[config.mk]
export PLATFORM = sky130hd
export DESIGN_NAME = mem_bus_arbiter_flat
export DESIGN_NICKNAME = d
export VERILOG_FILES = /design/src/rtl/mem_bus_arbiter_pkg.sv /design/src/rtl/mem_bus_arbiter_if.sv /design/src/rtl/mem_bus_rr_pick.sv /design/src/rtl/mem_bus_arbiter.sv /design/src/flat_wrapper.sv
export SDC_FILE = /design/constraint.sdc
export NUM_CORES = 1
export LEC_CHECK = 0
export CORE_AREA = 2 2 121 123
export DETAILED_ROUTE_END_ITERATION = 10
export DIE_AREA = 0 0 123 125
export HOLD_SLACK_MARGIN = 0.12
export PLACE_DENSITY_LB_ADDON = 0.08
export SLEW_MARGIN = 5
export SYNTH_ARGS = -nofsm -noshare
export SYNTH_HDL_FRONTEND = slang
export SYNTH_SLANG_ARGS = --single-unit
[constraint.sdc]
create_clock -name i_clk -period 2.5 [get_ports i_clk]
set_clock_uncertainty 0.2 [all_clocks]
set_input_delay 0.25 -clock i_clk [delete_from_list [all_inputs] [get_ports i_clk]]
set_output_delay 0.25 -clock i_clk [all_outputs]
set_load 0.01 [all_outputs]
[src/rtl/mem_bus_arbiter_pkg.sv]
// -----------------------------------------------------------------------------
// mem_bus_arbiter_pkg
// Shared definitions for the two-master native-memory-interface arbiter:
// default widths, FSM state encoding and a strobe-width helper.
// No ports (package).
// -----------------------------------------------------------------------------
package mem_bus_arbiter_pkg;

    localparam int unsigned DEF_ADDR_W  = 32;
    localparam int unsigned DEF_DATA_W  = 32;
    localparam int unsigned DEF_TIMEOUT = 255;

    localparam logic [1:0] ST_IDLE = 2'd0;
    localparam logic [1:0] ST_GNT0 = 2'd1;
    localparam logic [1:0] ST_GNT1 = 2'd2;

    typedef enum logic [1:0] {
        StIdle = ST_IDLE,
        StGnt0 = ST_GNT0,
        StGnt1 = ST_GNT1
    } state_e;

    // Byte-strobe width for a given data width.
    function automatic int unsigned strb_w(input int unsigned data_w);
        return data_w / 8;
    endfunction

endpackage

[src/rtl/mem_bus_arbiter_if.sv]
// -----------------------------------------------------------------------------
// mem_bus_arbiter_if
// Native memory interface bundle (valid/ready with instr/addr/wdata/wstrb/rdata).
// Signals:
//   valid  requester -> responder  request, held until ready
//   instr  requester -> responder  instruction-fetch flag
//   addr   requester -> responder  ADDR_W address
//   wdata  requester -> responder  DATA_W write data
//   wstrb  requester -> responder  DATA_W/8 byte strobes, 0 means read
//   ready  responder -> requester  transaction done
//   rdata  responder -> requester  DATA_W read data
// Modports: master (requester side), slave (responder side).
// -----------------------------------------------------------------------------
interface mem_bus_arbiter_if
    import mem_bus_arbiter_pkg::*;
#(
    parameter int unsigned ADDR_W = DEF_ADDR_W,
    parameter int unsigned DATA_W = DEF_DATA_W
) ();

    logic                        valid;
    logic                        instr;
    logic [ADDR_W-1:0]           addr;
    logic [DATA_W-1:0]           wdata;
    logic [strb_w(DATA_W)-1:0]   wstrb;
    logic                        ready;
    logic [DATA_W-1:0]           rdata;

    modport master (
        output valid,
        output instr,
        output addr,
        output wdata,
        output wstrb,
        input  ready,
        input  rdata
    );

    modport slave (
        input  valid,
        input  instr,
        input  addr,
        input  wdata,
        input  wstrb,
        output ready,
        output rdata
    );

endinterface

[src/rtl/mem_bus_rr_pick.sv]
// -----------------------------------------------------------------------------
// mem_bus_rr_pick
// Combinational two-input round-robin selector.
// Ports:
//   i_valid[1:0]  request lines of master 1 and master 0
//   i_last        index of the master granted most recently
//   o_grant       index of the master to grant (valid only when o_any)
//   o_any         at least one request present
// -----------------------------------------------------------------------------
module mem_bus_rr_pick
    import mem_bus_arbiter_pkg::*;
(
    input  logic [1:0] i_valid,
    input  logic       i_last,
    output logic       o_grant,
    output logic       o_any
);

    always_comb begin
        o_any = |i_valid;
        // On a tie the master that was not served last wins.
        if (&i_valid) begin
            o_grant = ~i_last;
        end else begin
            o_grant = i_valid[1];
        end
    end

endmodule

[src/rtl/mem_bus_arbiter.sv]
// -----------------------------------------------------------------------------
// mem_bus_arbiter
// Shares one native-memory slave port between two masters with round-robin
// arbitration. A grant is held for the whole transaction; every transaction
// is followed by one idle arbitration cycle.
// Ports:
//   i_clk    clock
//   i_reset  synchronous active-high reset
//   m0, m1   master ports (slave modport: arbiter responds to the masters)
//   s        shared slave port (master modport: arbiter requests)
//   o_err    one-cycle timeout pulse; tied 0 unless MEM_BUS_ARBITER_TIMEOUT_EN
// Build option:
//   MEM_BUS_ARBITER_TIMEOUT_EN  abort a transaction after TIMEOUT cycles
//                               without s.ready, answering the master with
//                               ready=1, rdata=0 and pulsing o_err.
// -----------------------------------------------------------------------------
module mem_bus_arbiter
    import mem_bus_arbiter_pkg::*;
#(
    parameter int unsigned ADDR_W  = DEF_ADDR_W,
    parameter int unsigned DATA_W  = DEF_DATA_W,
    parameter int unsigned TIMEOUT = DEF_TIMEOUT
) (
    input  logic                i_clk,
    input  logic                i_reset,
    mem_bus_arbiter_if.slave    m0,
    mem_bus_arbiter_if.slave    m1,
    mem_bus_arbiter_if.master   s,
    output logic                o_err
);

    localparam int unsigned STRB_W = strb_w(DATA_W);

    state_e r_state;
    state_e w_state_nxt;
    logic   r_last;
    logic   w_last_nxt;

    logic   w_pick;
    logic   w_any;
    logic   w_gnt;       // in a grant state
    logic   w_sel1;      // master 1 is the granted master
    logic   w_active;    // grant state and not being reset
    logic   w_req;       // granted master's valid
    logic   w_done;      // granted transaction completes normally
    logic   w_tmo;       // granted transaction is aborted this cycle
    logic   w_fwd_ready;

    logic [ADDR_W-1:0] w_addr;
    logic [DATA_W-1:0] w_wdata;
    logic [STRB_W-1:0] w_wstrb;
    logic              w_instr;

    mem_bus_rr_pick u_pick (
        .i_valid ({m1.valid, m0.valid}),
        .i_last  (r_last),
        .o_grant (w_pick),
        .o_any   (w_any)
    );

    assign w_gnt    = (r_state != StIdle);
    assign w_sel1   = (r_state == StGnt1);
    assign w_active = w_gnt && !i_reset;
    assign w_req    = w_sel1 ? m1.valid : m0.valid;
    assign w_done   = w_gnt && w_req && s.ready && !w_tmo;

`ifdef MEM_BUS_ARBITER_TIMEOUT_EN
    localparam int unsigned CNT_W = (TIMEOUT > 1) ? $clog2(TIMEOUT + 1) : 1;

    logic [CNT_W-1:0] r_tmo_cnt;

    // Cleared while idle so each grant starts from zero; never passes
    // TIMEOUT because reaching it ends the grant.
    always_ff @(posedge i_clk) begin
        if (i_reset || !w_gnt) begin
            r_tmo_cnt <= '0;
        end else if (!s.ready) begin
            r_tmo_cnt <= r_tmo_cnt + 1'b1;
        end
    end

    assign w_tmo = w_gnt && w_req && (r_tmo_cnt == CNT_W'(TIMEOUT));
`else
    logic w_unused_timeout;
    assign w_unused_timeout = (TIMEOUT == 0);
    assign w_tmo            = 1'b0;
`endif

    // State register.
    always_ff @(posedge i_clk) begin
        if (i_reset) begin
            r_state <= StIdle;
            r_last  <= 1'b1;
        end else begin
            r_state <= w_state_nxt;
            r_last  <= w_last_nxt;
        end
    end

    // Next-state logic.
    always_comb begin
        w_state_nxt = r_state;
        w_last_nxt  = r_last;
        unique case (r_state)
            StIdle: begin
                if (w_any) begin
                    w_state_nxt = w_pick ? StGnt1 : StGnt0;
                end
            end
            StGnt0, StGnt1: begin
                if (!w_req) begin
                    // Master withdrew its request: abandon without
                    // touching the fairness history.
                    w_state_nxt = StIdle;
                end else if (w_done || w_tmo) begin
                    w_state_nxt = StIdle;
                    w_last_nxt  = w_sel1;
                end
            end
            default: begin
                w_state_nxt = StIdle;
            end
        endcase
    end

    // Request mux from the granted master.
    always_comb begin
        if (w_sel1) begin
            w_instr = m1.instr;
            w_addr  = m1.addr;
            w_wdata = m1.wdata;
            w_wstrb = m1.wstrb;
        end else begin
            w_instr = m0.instr;
            w_addr  = m0.addr;
            w_wdata = m0.wdata;
            w_wstrb = m0.wstrb;
        end
    end

    // Bus outputs. Everything is gated by reset so an in-flight slave
    // response is never forwarded in the reset cycle.
    always_comb begin
        s.valid     = 1'b0;
        s.instr     = 1'b0;
        s.addr      = '0;
        s.wdata     = '0;
        s.wstrb     = '0;
        m0.ready    = 1'b0;
        m0.rdata    = '0;
        m1.ready    = 1'b0;
        m1.rdata    = '0;
        o_err       = 1'b0;
        w_fwd_ready = 1'b0;
        if (w_active) begin
            s.instr = w_instr;
            s.addr  = w_addr;
            s.wdata = w_wdata;
            s.wstrb = w_wstrb;
            if (w_tmo) begin
                s.valid     = 1'b0;
                o_err       = 1'b1;
                w_fwd_ready = 1'b1;
            end else begin
                s.valid     = w_req;
                w_fwd_ready = w_req && s.ready;
            end
            if (w_sel1) begin
                m1.ready = w_fwd_ready;
                m1.rdata = (w_fwd_ready && !w_tmo) ? s.rdata : '0;
            end else begin
                m0.ready = w_fwd_ready;
                m0.rdata = (w_fwd_ready && !w_tmo) ? s.rdata : '0;
            end
        end
    end

endmodule
[src/flat_wrapper.sv]
// flat-port wrapper written by rule: the top's interface ports become plain ports
module mem_bus_arbiter_flat import mem_bus_arbiter_pkg::*;
#(
    parameter int unsigned ADDR_W  = DEF_ADDR_W,
    parameter int unsigned DATA_W  = DEF_DATA_W,
    parameter int unsigned TIMEOUT = DEF_TIMEOUT
)
  (i_clk, i_reset, o_err, m0_valid, m0_instr, m0_addr, m0_wdata, m0_wstrb, m0_ready, m0_rdata, m1_valid, m1_instr, m1_addr, m1_wdata, m1_wstrb, m1_ready, m1_rdata, s_valid, s_instr, s_addr, s_wdata, s_wstrb, s_ready, s_rdata);
  mem_bus_arbiter_if #(.ADDR_W(ADDR_W), .DATA_W(DATA_W)) m0_i ();
  mem_bus_arbiter_if #(.ADDR_W(ADDR_W), .DATA_W(DATA_W)) m1_i ();
  mem_bus_arbiter_if #(.ADDR_W(ADDR_W), .DATA_W(DATA_W)) s_i ();
  input  logic i_clk;
  input  logic i_reset;
  output logic o_err;
  input wire logic [$bits(m0_i.valid)-1:0] m0_valid;
  input wire logic [$bits(m0_i.instr)-1:0] m0_instr;
  input wire logic [$bits(m0_i.addr)-1:0] m0_addr;
  input wire logic [$bits(m0_i.wdata)-1:0] m0_wdata;
  input wire logic [$bits(m0_i.wstrb)-1:0] m0_wstrb;
  output wire logic [$bits(m0_i.ready)-1:0] m0_ready;
  output wire logic [$bits(m0_i.rdata)-1:0] m0_rdata;
  input wire logic [$bits(m1_i.valid)-1:0] m1_valid;
  input wire logic [$bits(m1_i.instr)-1:0] m1_instr;
  input wire logic [$bits(m1_i.addr)-1:0] m1_addr;
  input wire logic [$bits(m1_i.wdata)-1:0] m1_wdata;
  input wire logic [$bits(m1_i.wstrb)-1:0] m1_wstrb;
  output wire logic [$bits(m1_i.ready)-1:0] m1_ready;
  output wire logic [$bits(m1_i.rdata)-1:0] m1_rdata;
  output wire logic [$bits(s_i.valid)-1:0] s_valid;
  output wire logic [$bits(s_i.instr)-1:0] s_instr;
  output wire logic [$bits(s_i.addr)-1:0] s_addr;
  output wire logic [$bits(s_i.wdata)-1:0] s_wdata;
  output wire logic [$bits(s_i.wstrb)-1:0] s_wstrb;
  input wire logic [$bits(s_i.ready)-1:0] s_ready;
  input wire logic [$bits(s_i.rdata)-1:0] s_rdata;
  assign m0_i.valid = m0_valid;
  assign m0_i.instr = m0_instr;
  assign m0_i.addr = m0_addr;
  assign m0_i.wdata = m0_wdata;
  assign m0_i.wstrb = m0_wstrb;
  assign m0_ready = m0_i.ready;
  assign m0_rdata = m0_i.rdata;
  assign m1_i.valid = m1_valid;
  assign m1_i.instr = m1_instr;
  assign m1_i.addr = m1_addr;
  assign m1_i.wdata = m1_wdata;
  assign m1_i.wstrb = m1_wstrb;
  assign m1_ready = m1_i.ready;
  assign m1_rdata = m1_i.rdata;
  assign s_valid = s_i.valid;
  assign s_instr = s_i.instr;
  assign s_addr = s_i.addr;
  assign s_wdata = s_i.wdata;
  assign s_wstrb = s_i.wstrb;
  assign s_i.ready = s_ready;
  assign s_i.rdata = s_rdata;
  mem_bus_arbiter #(.ADDR_W(ADDR_W), .DATA_W(DATA_W), .TIMEOUT(TIMEOUT)) u_core (.i_clk(i_clk), .i_reset(i_reset), .m0(m0_i), .m1(m1_i), .s(s_i), .o_err(o_err));
endmodule
After elaboration in Yosys (flattened, before gate mapping):

Index checks and enable logic that the tools add are counted.

* register bits: 3
* input port bits: 175
* output and inout port bits: 137
* logic and storage cells: 45

* equality and inequality tests: 4
* reductions and logical operators: 12
* bitwise operators: 1
* mux-type cells: 26

Operator list (count)
* $mux W32: 9
* $mux W1: 10
* $mux W2: 4
* $mux W4: 2
* $logic_and A1 B1 Y1: 4
* $pmux W2 S2: 1
* $reduce_and A2 Y1: 2
* $reduce_or A2 Y1: 2
* $ne A3 B3 Y1 const B: 1
* $reduce_and A3 Y1: 1
* $eq A2 B1 Y1 const B: 1
* $eq A2 B2 Y1 const B: 1
* $logic_not A2 Y1: 1
* $ne A2 B2 Y1 const B: 1
* $reduce_bool A2 Y1: 1
* $logic_not A1 Y1: 1
* $not A1 Y1: 1

Longest topological paths before layout:

Gate-level depths: netlist of the first run.

* word-level depth: 7
* gate-level depth with buffers: 7
* mapped depth without buffers: 5

Hierarchy:

A second synthesis of the first run with hierarchy kept.

* cell total of the unflattened synthesis: 254
* area total of the unflattened synthesis: 1736.7 um2

Modules (own cells, without submodules)
* mem_bus_arbiter: times used 1, cells an instance 252, area an instance 1722.9 um2, seq. area each 60.1 um2
* mem_bus_rr_pick: times used 1, cells an instance 2, area an instance 13.8 um2, seq. area each 0.0 um2

Worst setup path after synthesis of the first run:

No wires, ideal clock.

* path type: register to output
* from: register u_core.r_state[0]
* to: output port s_wdata[24]
* cell stages (with the launch flop): 8
* path buffers: 3
* data arrival time: 1.533 ns
* required time: 2.050 ns
* path slack: 0.517 ns
* path through: dfxtp_1 > inv_1 > ha_1 > buf_2 > nor3_4 > buf_2 > buf_2 > a22o_1

* cells in the longest elaborated chain, start to end: 3
* elaborated cells between the ends (all ways): 5
* those cells by class: 1 x eq/ne; 2 x mux; 2 x reduce/logical

Ends and longest elaborated chain
* start, declared: RTL line mem_bus_arbiter.sv:34 `state_e r_state;`
* start signal, assigned: RTL line mem_bus_arbiter.sv:92 `r_state <= StIdle;`
* start signal, assigned: RTL line mem_bus_arbiter.sv:95 `r_state <= w_state_nxt;`
* $eq A2 B2 Y1 / $reduce_bool A2 Y1 (equally long branches): RTL line mem_bus_arbiter.sv:62, mem_bus_arbiter.sv:61
* $mux W32 / $logic_and A1 B1 Y1 (equally long branches): RTL line mem_bus_arbiter.sv:128, mem_bus_arbiter.sv:63
* $mux W32 (*): RTL line mem_bus_arbiter.sv:155 `if (w_active) begin`
* end, declared: RTL line flat_wrapper.sv:32 `output wire logic [$bits(s_i.wdata)-1:0] s_wdata;`

Every way passes the cells marked *; elsewhere a longest branch is shown, timed or not.

Worst setup path in the final report of the first run:

* from: register u_core.r_state[1]
* to: output port s_wdata[11]

Same word-level chain as after synthesis.

==> impl_summary.log, run 1 <==
INFO  metric outcome = complete, no violations
INFO  metric synth.top_cells.by_area = a22o_1 (44%), and2_1 (29%), dfxtp_1 (4.4%)
INFO  metric cts_buffers = 3
INFO  metric p_switching = 0.369 mW
INFO  metric drtPass1Iterations = 4
INFO  metric antenna_found_initial = 0
INFO  metric hold_viol = 0
INFO  metric fp.dieH = 125 um
INFO  metric synth.ff_latch_count = 3
INFO  metric synth_fp_nets = 363
INFO  metric postRouteAntennaNets = 0
INFO  metric grt_first_pass_wirelength = 14.6 mm
INFO  metric globalRouteTotalUtil = 0.122
INFO  metric total_power = 1.20 mW
INFO  metric route.vias.total = 2,752
INFO  metric post-place-ws = -19.9 ps
INFO  metric power_report.internal_total = 0.833 mW
INFO  metric holdWs = 286 ps
INFO  metric vdd_ir_drop_max = 0.000288 V
INFO  metric synthesis.instances = 186
INFO  metric drt-wirelength-per-cell = 15.9 um
INFO  metric placed_cells_incl_taps = 678
INFO  metric drv.max_cap_violation_count = 0
INFO  metric cts.reportedPaths.clkPinSlew = 30 ps
INFO  metric fp.dieArea = 15,400 um^2
INFO  metric setup_viol = 0
INFO  metric post_synth_edffs = 0
INFO  metric cts.path.max_buffers = 2
INFO  metric clock_tree_from_tritoncts = built
INFO  metric setup.worst_path.end_class = primary output
INFO  metric postSynth.asyncResetShare = 0
INFO  metric synth.yosys.warnings = 0
INFO  metric timing.critical_path.max_delay_family = buffers and inverters
INFO  metric synth.lib_cells_used.distinct = 24
INFO  metric cts_htree_levels = 1
INFO  metric postSynth.topFlopCell = dfxtp_1
INFO  metric setup_ws = 93.5 ps
INFO  metric port_buffer_cells = 310
INFO  metric critical-path-slowest-cell = dfxtp_4
INFO  metric power_per_cell_area = 238 nW/um^2
INFO  metric finish.cell_count_without_fillers = 695
INFO  metric power.share.switching = 0.307
INFO  metric timing.critical_path.slowest_cell_delay = 350 ps
INFO  metric fp-row-count = 44
INFO  metric horizontal_die_dimension = 123 um
INFO  metric insertion_delay_to_the_later_sink_of_the_worst_skew_pair = 220 ps
INFO  metric synth.yosys.seq_area_share = 0.0436
INFO  metric finalCritPeriodShare = 0.963
INFO  metric start_kind = flop
INFO  metric path_buf_inv = 6
INFO  metric dr.first_iter.drc_count = 32
INFO  metric maxSlewViolCount = 0
INFO  metric ctsRootBufferMaster = clkbuf_16
INFO  metric pwr-share-clk = 0.212
INFO  metric number_of_global_route_vias_before_repair = 2,638
INFO  metric p_seq_frac = 0.050
INFO  metric cp_max_fo = 19
INFO  metric synthDominantAreaCellType = a22o_1
INFO  metric synth_top_area_frac = 0.438
INFO  metric p_leak = 2.80 nW
INFO  metric combinationalPowerShare = 0.739
INFO  metric area.growth.synth_to_final = 266%
INFO  metric pin_count = 312
INFO  metric final_net_count = 689
INFO  metric rsz0062_at_grt = no
INFO  metric fmaxAchievable = 416 MHz
INFO  metric post-route-min-period = 2410 ps
INFO  metric final_core_util = 0.355
INFO  metric layout-drive-gt1-share = 0.114
INFO  metric postRouteWirelength = 11.0 mm
INFO  metric timing.critical_path.cells = inv_1 -> ha_4 -> buf_4 -> nor3_4 -> buf_12 -> buf_4 -> buf_12 -> a22o_1 -> dlygate4sd2_1
INFO  metric gr-total-overflow = 0
INFO  metric remaining_drc_errors = 0
INFO  metric dpl.hpwl = 8.89 mm
INFO  metric worst_path_class_setup = reg -> out
INFO  metric worst-endpoint-required = 2050 ps
INFO  metric hold_path_class = reg -> reg
INFO  metric fp.coreArea = 14,200 um^2
INFO  metric diodes = 0
INFO  metric grt_max_degree = 34
INFO  metric cp_data_arrival_time = 1960 ps
INFO  metric clock_sinks = 3
INFO  metric cts_hold_repair.buffers = 0
INFO  metric postSynthAreaPerCell = 7.41 um^2
INFO  metric netlist_area = 1380 um^2
INFO  metric floorplan.initialDensity = 0.0971
INFO  metric viasPerCell = 3.96
INFO  metric gpl.final_weighted_congestion = 0.841
INFO  metric worst-r2r-setup-slack = 710 ps
[per-layer routing]
layer / track usage / share of wire
met5: 0 / 0
met4: 0.0207 / 0.012
met3: 0.0392 / 0.12
met2: 0.251 / 0.53
met1: 0.116 / 0.33
[path summary, 6_finish.rpt]
kind	start	end	cells after the start
max	u_core.r_state[1]	s_wdata[11]	9
min	u_core.r_state[0]	u_core.r_state[0]	2
max reg2reg	u_core.r_state[0]	u_core.r_state[1]	6
min reg2reg	u_core.r_state[0]	u_core.r_state[0]	2
[repair_timing]
item,CTS,global route
pin swaps,3,2
hold endpoints to repair,0,0
cloned,2,2
setup endpoints to repair,133,32
buffers inserted,2,7
resized for setup,126,44
[final cells by class]
| cell class | instances | area, um^2 |
|---|---|---|
| tap | 184 | 230 |
| multi-input combinational | 156 | 1230 |
| fill | 1514 | 9160 |
| clock buffer | 4 | 78.8 |
| timing repair buffer | 343 | 3430 |
| inverter | 5 | 18.8 |
| sequential | 3 | 65.1 |
[placed cells by master, fill, tap and decap left out, drive strengths merged]
| cell type | instances |
|---|---|
| o311ai | 1 |
| dlymetal6s2s | 20 |
| and2 | 64 |
| o32a | 1 |
| bufbuf | 2 |
| mux2i | 3 |
| nand2 | 2 |
| a22o | 69 |
| nor2b | 1 |
| conb | 1 |
| nor3 | 3 |
| o21ai | 1 |
| buf | 33 |
| dlygate4sd2 | 102 |
| clkdlybuf4s50 | 177 |
| nand2b | 1 |
| nand3b | 2 |
| dfxtp | 3 |
| clkbuf | 13 |
| a21boi | 1 |
| nor2 | 1 |
| inv | 5 |
| nand3 | 1 |
| and4 | 2 |
| ha | 2 |
[power groups by stage]
stage	Sequential (mW)	Clock [mW]	Combinational [mW]
finish	0.0596	0.254	0.888
floorplan	0.0569	0	0.294
detailed placement	0.0581	0	0.922
global route	0.0604	0.265	0.950
global placement	0.0577	0	0.924
CTS	0.0577	0.260	0.878
[stage by stage]
stage / setup TNS (ps) / cell area, um^2
after floorplan: 0 / 1380
after global placement: -330 / 4880
after detailed placement: -108 / 4880
after CTS: -152 / 4920
after global routing: 0 / 5050
final: 0 / 5050
[cells by family after synthesis]
family,count (synthesis),synth area share
and+or+nand+nor,77,0.362
adders and majority gates,2,0.0181
AOI/OAI and AO/OA,73,0.461
DFF,3,0.0436
muxes,3,0.0218
buffers and inverters,27,0.0907
other,1,0.00272
[synthesized netlist by cell type, types with 2 or more instances]
master    instances
a22o_1           69
and2_1           64
buf_2            10
clkbuf_1          9
inv_1             4
buf_4             3
dfxtp_1           3
mux2i_1           3
and4_1            2
ha_1              2
nand2_1           2
nand3b_1          2
nor3_4            2
[sequential cells by signal (all words and copies together) (netlist names)]
register,count
u_core.r_last,1
u_core.r_state,2
[worst register-to-register path: stages (launching register included)]
cell and delay (ps):
dfxtp_2 310, inv_2 100, ha_4 170, buf_4 110
mux2i_1 310, o32a_1 280, mux2i_1 210
Power figures use the tool's default switching activity.
==> inputs of run 2 (changes only) <==
- CELL_PAD_IN_SITES_DETAIL_PLACEMENT: not set -> 1
- CELL_PAD_IN_SITES_GLOBAL_PLACEMENT: not set -> 2
- CORE_AREA: 2 2 121 123 -> not set
- CORE_MARGIN: not set -> 2
- CORE_UTILIZATION: not set -> 10
- DIE_AREA: 0 0 123 125 -> not set
==> impl_summary.log, run 2 (synthesis gave the netlist of run 1 again) <==
INFO  metric fmaxAchievable = 420 MHz (+1.1%)
INFO  metric gpl.final_weighted_congestion = 0.720 (-14%)
INFO  metric setup_ws = 119 ps (+25.5 ps)
INFO  metric timing.critical_path.max_delay_family = buffers and inverters
INFO  metric outcome = complete, no violations
INFO  metric regMostFlops = u_core.r_state
INFO  metric timing.critical_path.slowest_cell_delay = 360 ps (about the same)
INFO  metric horizontal_die_dimension = 121 um (-1.3%)
INFO  metric fp.dieArea = 14,700 um^2 (-4.1%)
INFO  metric finalCritPeriodShare = 0.952 (-0.0102)
INFO  metric remaining_drc_errors = 0 (unchanged)
INFO  metric cp_data_arrival_time = 1930 ps (-30 ps)
INFO  metric layout_common_cells = clkdlybuf4s50_1 (175), dlygate4sd2_1 (123), a22o_1 (69)
INFO  metric timing.critical_path.cells = inv_1 -> ha_4 -> nor3_4 -> buf_4 -> bufbuf_16 -> a22o_1 -> dlygate4sd2_1
INFO  metric start_kind = flop
INFO  metric diodes = 0 (unchanged)
INFO  metric post-place-ws = -68.3 ps (-48.4 ps)
INFO  metric clock_sinks = 3 (unchanged)
INFO  metric top_regs = u_core.r_state (2), u_core.r_last (1)
INFO  metric cts.reportedPaths.clkPinSlew = 30 ps (about the same)
INFO  metric power_per_cell_area = 240 nW/um^2 (+0.88%)
INFO  metric maxSlewViolCount = 0 (unchanged)
INFO  metric drv.max_cap_violation_count = 0 (unchanged)
INFO  metric setup.worst_path.end_class = primary output
INFO  metric critical_path.startpoint = u_core.r_state[1]
INFO  metric drtPass1Iterations = 4 (unchanged)
INFO  metric hold_path_class = reg -> reg
INFO  metric final.fill_count = 1,611 (+6.4%)
INFO  metric number_of_global_route_vias_before_repair = 2,830 (+7.3%)
INFO  metric path_buf_inv = 4 (-2)
INFO  metric largest_register_ff_count = 2 (unchanged)
INFO  metric globalRouteTotalUtil = 0.139 (+0.0169)
INFO  metric cts.path.max_buffers = 2 (unchanged)
INFO  metric viasPerCell = 4.10 (+3.5%)
INFO  metric route.vias.total = 2,762 (+0.36%)
INFO  metric finish.cell_count_without_fillers = 674 (-3.0%)
INFO  metric placed_cell_area = 4830 um^2 (-1.1%)
INFO  metric cp-endpoint = s_wdata[17]
INFO  metric fp-row-count = 42 (-4.5%)
INFO  metric worst-r2r-setup-slack = 750 ps (+40 ps)
INFO  metric timing.reg2reg.worst_path_depth = 6 (unchanged)
INFO  metric port_buffer_cells = 310 (unchanged)
INFO  metric cp_max_fo = 22 (+3)
INFO  metric cts_buffers = 3 (unchanged)
INFO  metric rsz0062_at_grt = no
INFO  metric worst-endpoint-required = 2050 ps (about the same)
INFO  metric rr_startpoint = u_core.r_state[0]
INFO  metric drt-wirelength-per-cell = 16.9 um (+6.7%)
INFO  metric floorplan.initialDensity = 0.103 (+0.00622)
INFO  metric final_common_cell = clkdlybuf4s50_1
INFO  metric pin_count = 312 (unchanged)
INFO  metric dr.first_iter.drc_count = 62 (+94%)
INFO  metric layout-drive-gt1-share = 0.0602 (-0.0533)
INFO  metric dpl.hpwl = 9.69 mm (+9.1%)
INFO  metric crit_cells = 7 (-2)
INFO  metric critical-path-slowest-cell = dfxtp_2
INFO  metric ctsRootBufferMaster = clkbuf_16
INFO  metric fp.coreArea = 13,300 um^2 (-6.0%)
INFO  metric postRouteWirelength = 11.4 mm (+3.5%)
INFO  metric fp.dieH = 121 um (-2.9%)
INFO  metric setup_viol = 0 (unchanged)
INFO  metric final_net_count = 676 (-1.9%)
INFO  metric cts_htree_levels = 1 (unchanged)
INFO  metric grt_first_pass_wirelength = 16.1 mm (+10%)
INFO  metric clock_tree_from_tritoncts = built
INFO  metric rr_endpoint = u_core.r_state[1]
INFO  metric antenna_found_initial = 0 (unchanged)
INFO  metric p_leak = 2.62 nW (-6.5%)
INFO  metric vdd_ir_drop_max = 0.000285 V (-1.0%)
INFO  metric area.growth.synth_to_final = 254%
INFO  metric grt_max_degree = 34 (unchanged)
INFO  metric hold_viol = 0 (unchanged)
INFO  metric insertion_delay_to_the_later_sink_of_the_worst_skew_pair = 220 ps (about the same)
INFO  metric stdcell_area = 4880 um^2 (-3.3%)
INFO  metric post-route-min-period = 2380 ps (-25.5 ps)
INFO  metric worst_path_class_setup = reg -> out
INFO  metric setup-tns-final = 0 ps (unchanged)
INFO  metric placed_cells_incl_taps = 666 (-1.8%)
INFO  metric postRouteAntennaNets = 0 (unchanged)
INFO  metric gr-total-overflow = 0 (unchanged)
INFO  metric cts_hold_repair.buffers = 0 (unchanged)
## run 2: cell type report
class | instances | area (um^2) | share of cell area
Multi-Input combinational cell | 156 | 1220 | 0.250
Timing Repair Buffer | 330 | 3280 | 0.672
Sequential cell | 3 | 61.3 | 0.0126
Clock buffer | 4 | 78.8 | 0.0162
Inverter | 5 | 18.8 | 0.00385
Tap cell | 176 | 220 | 0.0451
## run 2: layer usage
layer	share of wire	GRT usage
met5	0	0
met4	0.0096	0.0216
met3	0.11	0.0376
met2	0.54	0.283
met1	0.34	0.141
## run 2: worst min path at each step
stage	start	to	slack (ps)	depth (start not counted)
6_report	u_core.r_state[0]	u_core.r_state[0]	270	2
5_1_grt	u_core.r_state[0]	u_core.r_state[0]	310	2
4_1_cts	u_core.r_state[0]	u_core.r_state[0]	280	2
3_5_place_dp	u_core.r_state[0]	u_core.r_state[0]	260	2
3_3_place_gp	u_core.r_state[0]	u_core.r_state[0]	260	2
2_1_floorplan	i_reset	u_core.r_last	210	2
## run 2: repair_timing
item / in CTS / in global routing
pin swaps: 1 / 0
resized for setup: 134 / 12
setup buffers: 3 / 0
setup endpoints to repair: 135 / 12
endpoints found under the hold margin: 0 / 0
cloned: 1 / 0
## run 2: metrics by stage
step | total power [mW] | hold slack (ps) | utilization
6_report | 1.17 | 273 | 0.365
5_1_grt | 1.25 | 308 | 0.365
4_1_cts | 1.20 | 276 | 0.363
3_5_place_dp | 0.950 | 259 | 0.362
3_3_place_gp | 0.946 | 264 | 0.362
2_1_floorplan | 0.351 | 209 | -
## run 2: tightest hold or removal path: stages (launching register included)
cell and delay [ps]:
dfxtp_1 310, nand2_1 60, mux2i_1 60
## run 2: power by group
group / internal (mW) / total (mW) / switching (mW)
clock: 0.211 / 0.256 / 0.0454
combinational: 0.542 / 0.857 / 0.315
sequential: 0.0544 / 0.0590 / 0.00461
==> inputs of run 3 (changes only) <==
- CORE_AREA: not set -> 2 2 121 123
- CORE_MARGIN: 2 -> not set
- CORE_UTILIZATION: 10 -> not set
- DIE_AREA: not set -> 0 0 123 125
==> impl_summary.log, run 3 (synthesis gave the netlist of run 1 again) <==
INFO  metric outcome = complete, no violations
INFO  metric vdd_ir_drop_max = 0.000181 V (-36%)
INFO  metric hold_path_class = reg -> reg
INFO  metric viasPerCell = 4.00 (-2.5%)
INFO  metric worst_path_class_setup = in -> out
INFO  metric fmaxAchievable = 416 MHz (-0.86%)
INFO  metric fp.dieH = 125 um (+2.9%)
INFO  metric post-place-ws = -73.1 ps (-4.86 ps)
INFO  metric min_delay_worst_endpoint = u_core.r_state[0]
INFO  metric dr.first_iter.drc_count = 32 (-48%)
INFO  metric top_signal_layer_used = met4
INFO  metric setup-tns-final = 0 ps (unchanged)
INFO  metric cts_buffers = 3 (unchanged)
INFO  metric postRouteAntennaNets = 0 (unchanged)
INFO  metric globalRouteTotalUtil = 0.141 (+0.00150)
INFO  metric worst-r2r-setup-slack = 670 ps (-80 ps)
INFO  metric drtPass1Iterations = 4 (unchanged)
INFO  metric rr_endpoint = u_core.r_state[1]
INFO  metric p_seq_frac = 0.050 (about the same)
INFO  metric layout-drive-gt1-share = 0.0604 (+0.000121)
INFO  metric antenna_found_initial = 0 (unchanged)
INFO  metric diodes = 0 (unchanged)
INFO  metric clock_tree_from_tritoncts = built
INFO  metric regMostFlops = u_core.r_state
INFO  metric finish.cell_count_without_fillers = 681 (+1.0%)
INFO  metric fp.coreArea = 14,200 um^2 (+6.4%)
INFO  metric drv.max_cap_violation_count = 0 (unchanged)
INFO  metric post-route-min-period = 2400 ps (+20.7 ps)
INFO  metric pin_count = 312 (unchanged)
INFO  metric finalCritPeriodShare = 0.961 (+0.00829)
INFO  metric wirelength_met1 = 4.03 mm (+3.4%)
INFO  metric area.growth.synth_to_final = 252%
INFO  metric setup_ws = 98.3 ps (-20.7 ps)
INFO  metric dr_wl_met3 = 1.27 mm (+2.5%)
INFO  metric final_net_count = 675 (-0.15%)
INFO  metric whs_path_cells = 2 (unchanged)
INFO  metric power_report.internal_total = 0.797 mW (-1.3%)
INFO  metric drt-wirelength-per-cell = 17.4 um (+2.8%)
INFO  metric top_regs = u_core.r_state (2), u_core.r_last (1)
INFO  metric holdWs = 273 ps (-0.344 ps)
INFO  metric insertion_delay_to_the_later_sink_of_the_worst_skew_pair = 230 ps (about the same)
INFO  metric power_per_cell_area = 239 nW/um^2 (-0.65%)
INFO  metric gr-total-overflow = 0 (unchanged)
INFO  metric final_common_cell = clkdlybuf4s50_1
INFO  metric timing.reg2reg.worst_path_depth = 6 (unchanged)
INFO  metric cts_htree_levels = 1 (unchanged)
INFO  metric cts.reportedPaths.clkPinSlew = 30 ps (about the same)
INFO  metric setup.worst_path.end_class = primary output
INFO  metric fp.dieArea = 15,400 um^2 (+4.3%)
INFO  metric cts_hold_repair.buffers = 0 (unchanged)
INFO  metric floorplan.initialDensity = 0.0971 (-0.00622)
INFO  metric rr_startpoint = u_core.r_state[0]
INFO  metric p_leak = 2.62 nW (+0.17%)
INFO  metric clock_sinks = 3 (unchanged)
INFO  metric dpl.hpwl = 10.1 mm (+4.3%)
INFO  metric port_buffer_cells = 310 (unchanged)
INFO  metric largest_register_ff_count = 2 (unchanged)
INFO  metric grt_max_degree = 34 (unchanged)
INFO  metric rsz0062_at_grt = no
INFO  metric postRouteWirelength = 11.9 mm (+3.9%)
INFO  metric gpl.final_weighted_congestion = 0.802 (+11%)
INFO  metric remaining_drc_errors = 0 (unchanged)
INFO  metric p_switching = 0.363 mW (-0.53%)
INFO  metric cp_data_arrival_time = 1950 ps (+20 ps)
INFO  metric route.vias.total = 2,721 (-1.5%)
INFO  metric combinationalPowerShare = 0.728 (-0.003)
INFO  metric layout_common_cells = clkdlybuf4s50_1 (175), dlygate4sd2_1 (120), a22o_1 (69)
INFO  metric start_kind = input port
INFO  metric maxSlewViolCount = 0 (unchanged)
INFO  metric pwr-share-clk = 0.222 (+0.004)
INFO  metric power.share.switching = 0.313 (+0.00160)
INFO  metric hold_viol = 0 (unchanged)
INFO  metric grt_first_pass_wirelength = 16.5 mm (+2.7%)
INFO  metric cp_max_fo = 19 (-14%)
INFO  metric cts.path.max_buffers = 2 (unchanged)
INFO  metric min_from = u_core.r_state[0]
INFO  metric setup_viol = 0 (unchanged)
INFO  metric ctsRootBufferMaster = clkbuf_16
INFO  metric worst-endpoint-required = 2050 ps (about the same)
INFO  metric horizontal_die_dimension = 123 um (+1.3%)
INFO  metric routed-wl-met2 = 6.41 mm (+4.1%)
INFO  metric fp-row-count = 44 (+4.8%)
INFO  metric placed_cells_incl_taps = 673 (+1.1%)
INFO  metric number_of_global_route_vias_before_repair = 2,837 (+0.25%)
==> run 3: worst max-delay path by stage <==
stage,startpoint,endpoint
2_1_floorplan,u_core.r_state[0],s_wdata[24]
3_3_place_gp,i_reset,s_wdata[2]
3_5_place_dp,i_reset,s_addr[27]
4_1_cts,u_core.r_state[1],m1_rdata[29]
5_1_grt,i_reset,s_addr[25]
6_report,i_reset,s_addr[25]
==> run 3: layout make-up <==
cell class / instances / area [um^2]
fillers: 1674 / 9340
repair buffers: 329 / 3270
multi-input cells: 156 / 1210
well taps: 184 / 230
clock buffers: 4 / 78.8
flip-flops and latches: 3 / 60.1
inverters: 5 / 18.8
==> run 3: metal layers <==
| metal | up-vias | global-route usage |
|---|---|---|
| met3 | 10 | 0.0424 |
| met2 | 174 | 0.283 |
| met4 | 0 | 0.0274 |
| met1 | 1223 | 0.138 |
| li1 | 1314 | - |
| met5 | - | 0 |
==> run 3: timing repair <==
| item | CTS | global route |
|---|---|---|
| buffers inserted | 2 | 0 |
| gates cloned | 2 | 0 |
| pin swaps | 3 | 1 |
| setup endpoints to repair | 135 | 13 |
| gates resized for setup | 131 | 16 |
==> run 3: power groups by stage <==
stage	Sequential, mW	Combinational (mW)	Clock, mW
6_report	0.0579	0.845	0.257
5_1_grt	0.0587	0.905	0.266
4_1_cts	0.0578	0.859	0.260
3_5_place_dp	0.0584	0.893	0
3_3_place_gp	0.0579	0.893	0
2_1_floorplan	0.0569	0.294	0
==> run 3: critical path, cell delays in order <==
cell,delay [ps]
clkdlybuf4s50_1,440
buf_4,180
nor3_4,220
buf_12,150
bufbuf_16,290
a22o_1,150
dlygate4sd2_1,270
==> run 3: through the flow <==
step | area (um^2) | util | power, mW
final | 4860 | 0.342 | 1.16
after global routing | 4860 | 0.342 | 1.23
after CTS | 4820 | 0.340 | 1.18
after detailed placement | 4770 | 0.336 | 0.951
after global placement | 4770 | 0.336 | 0.950
after floorplan | 1380 | - | 0.351
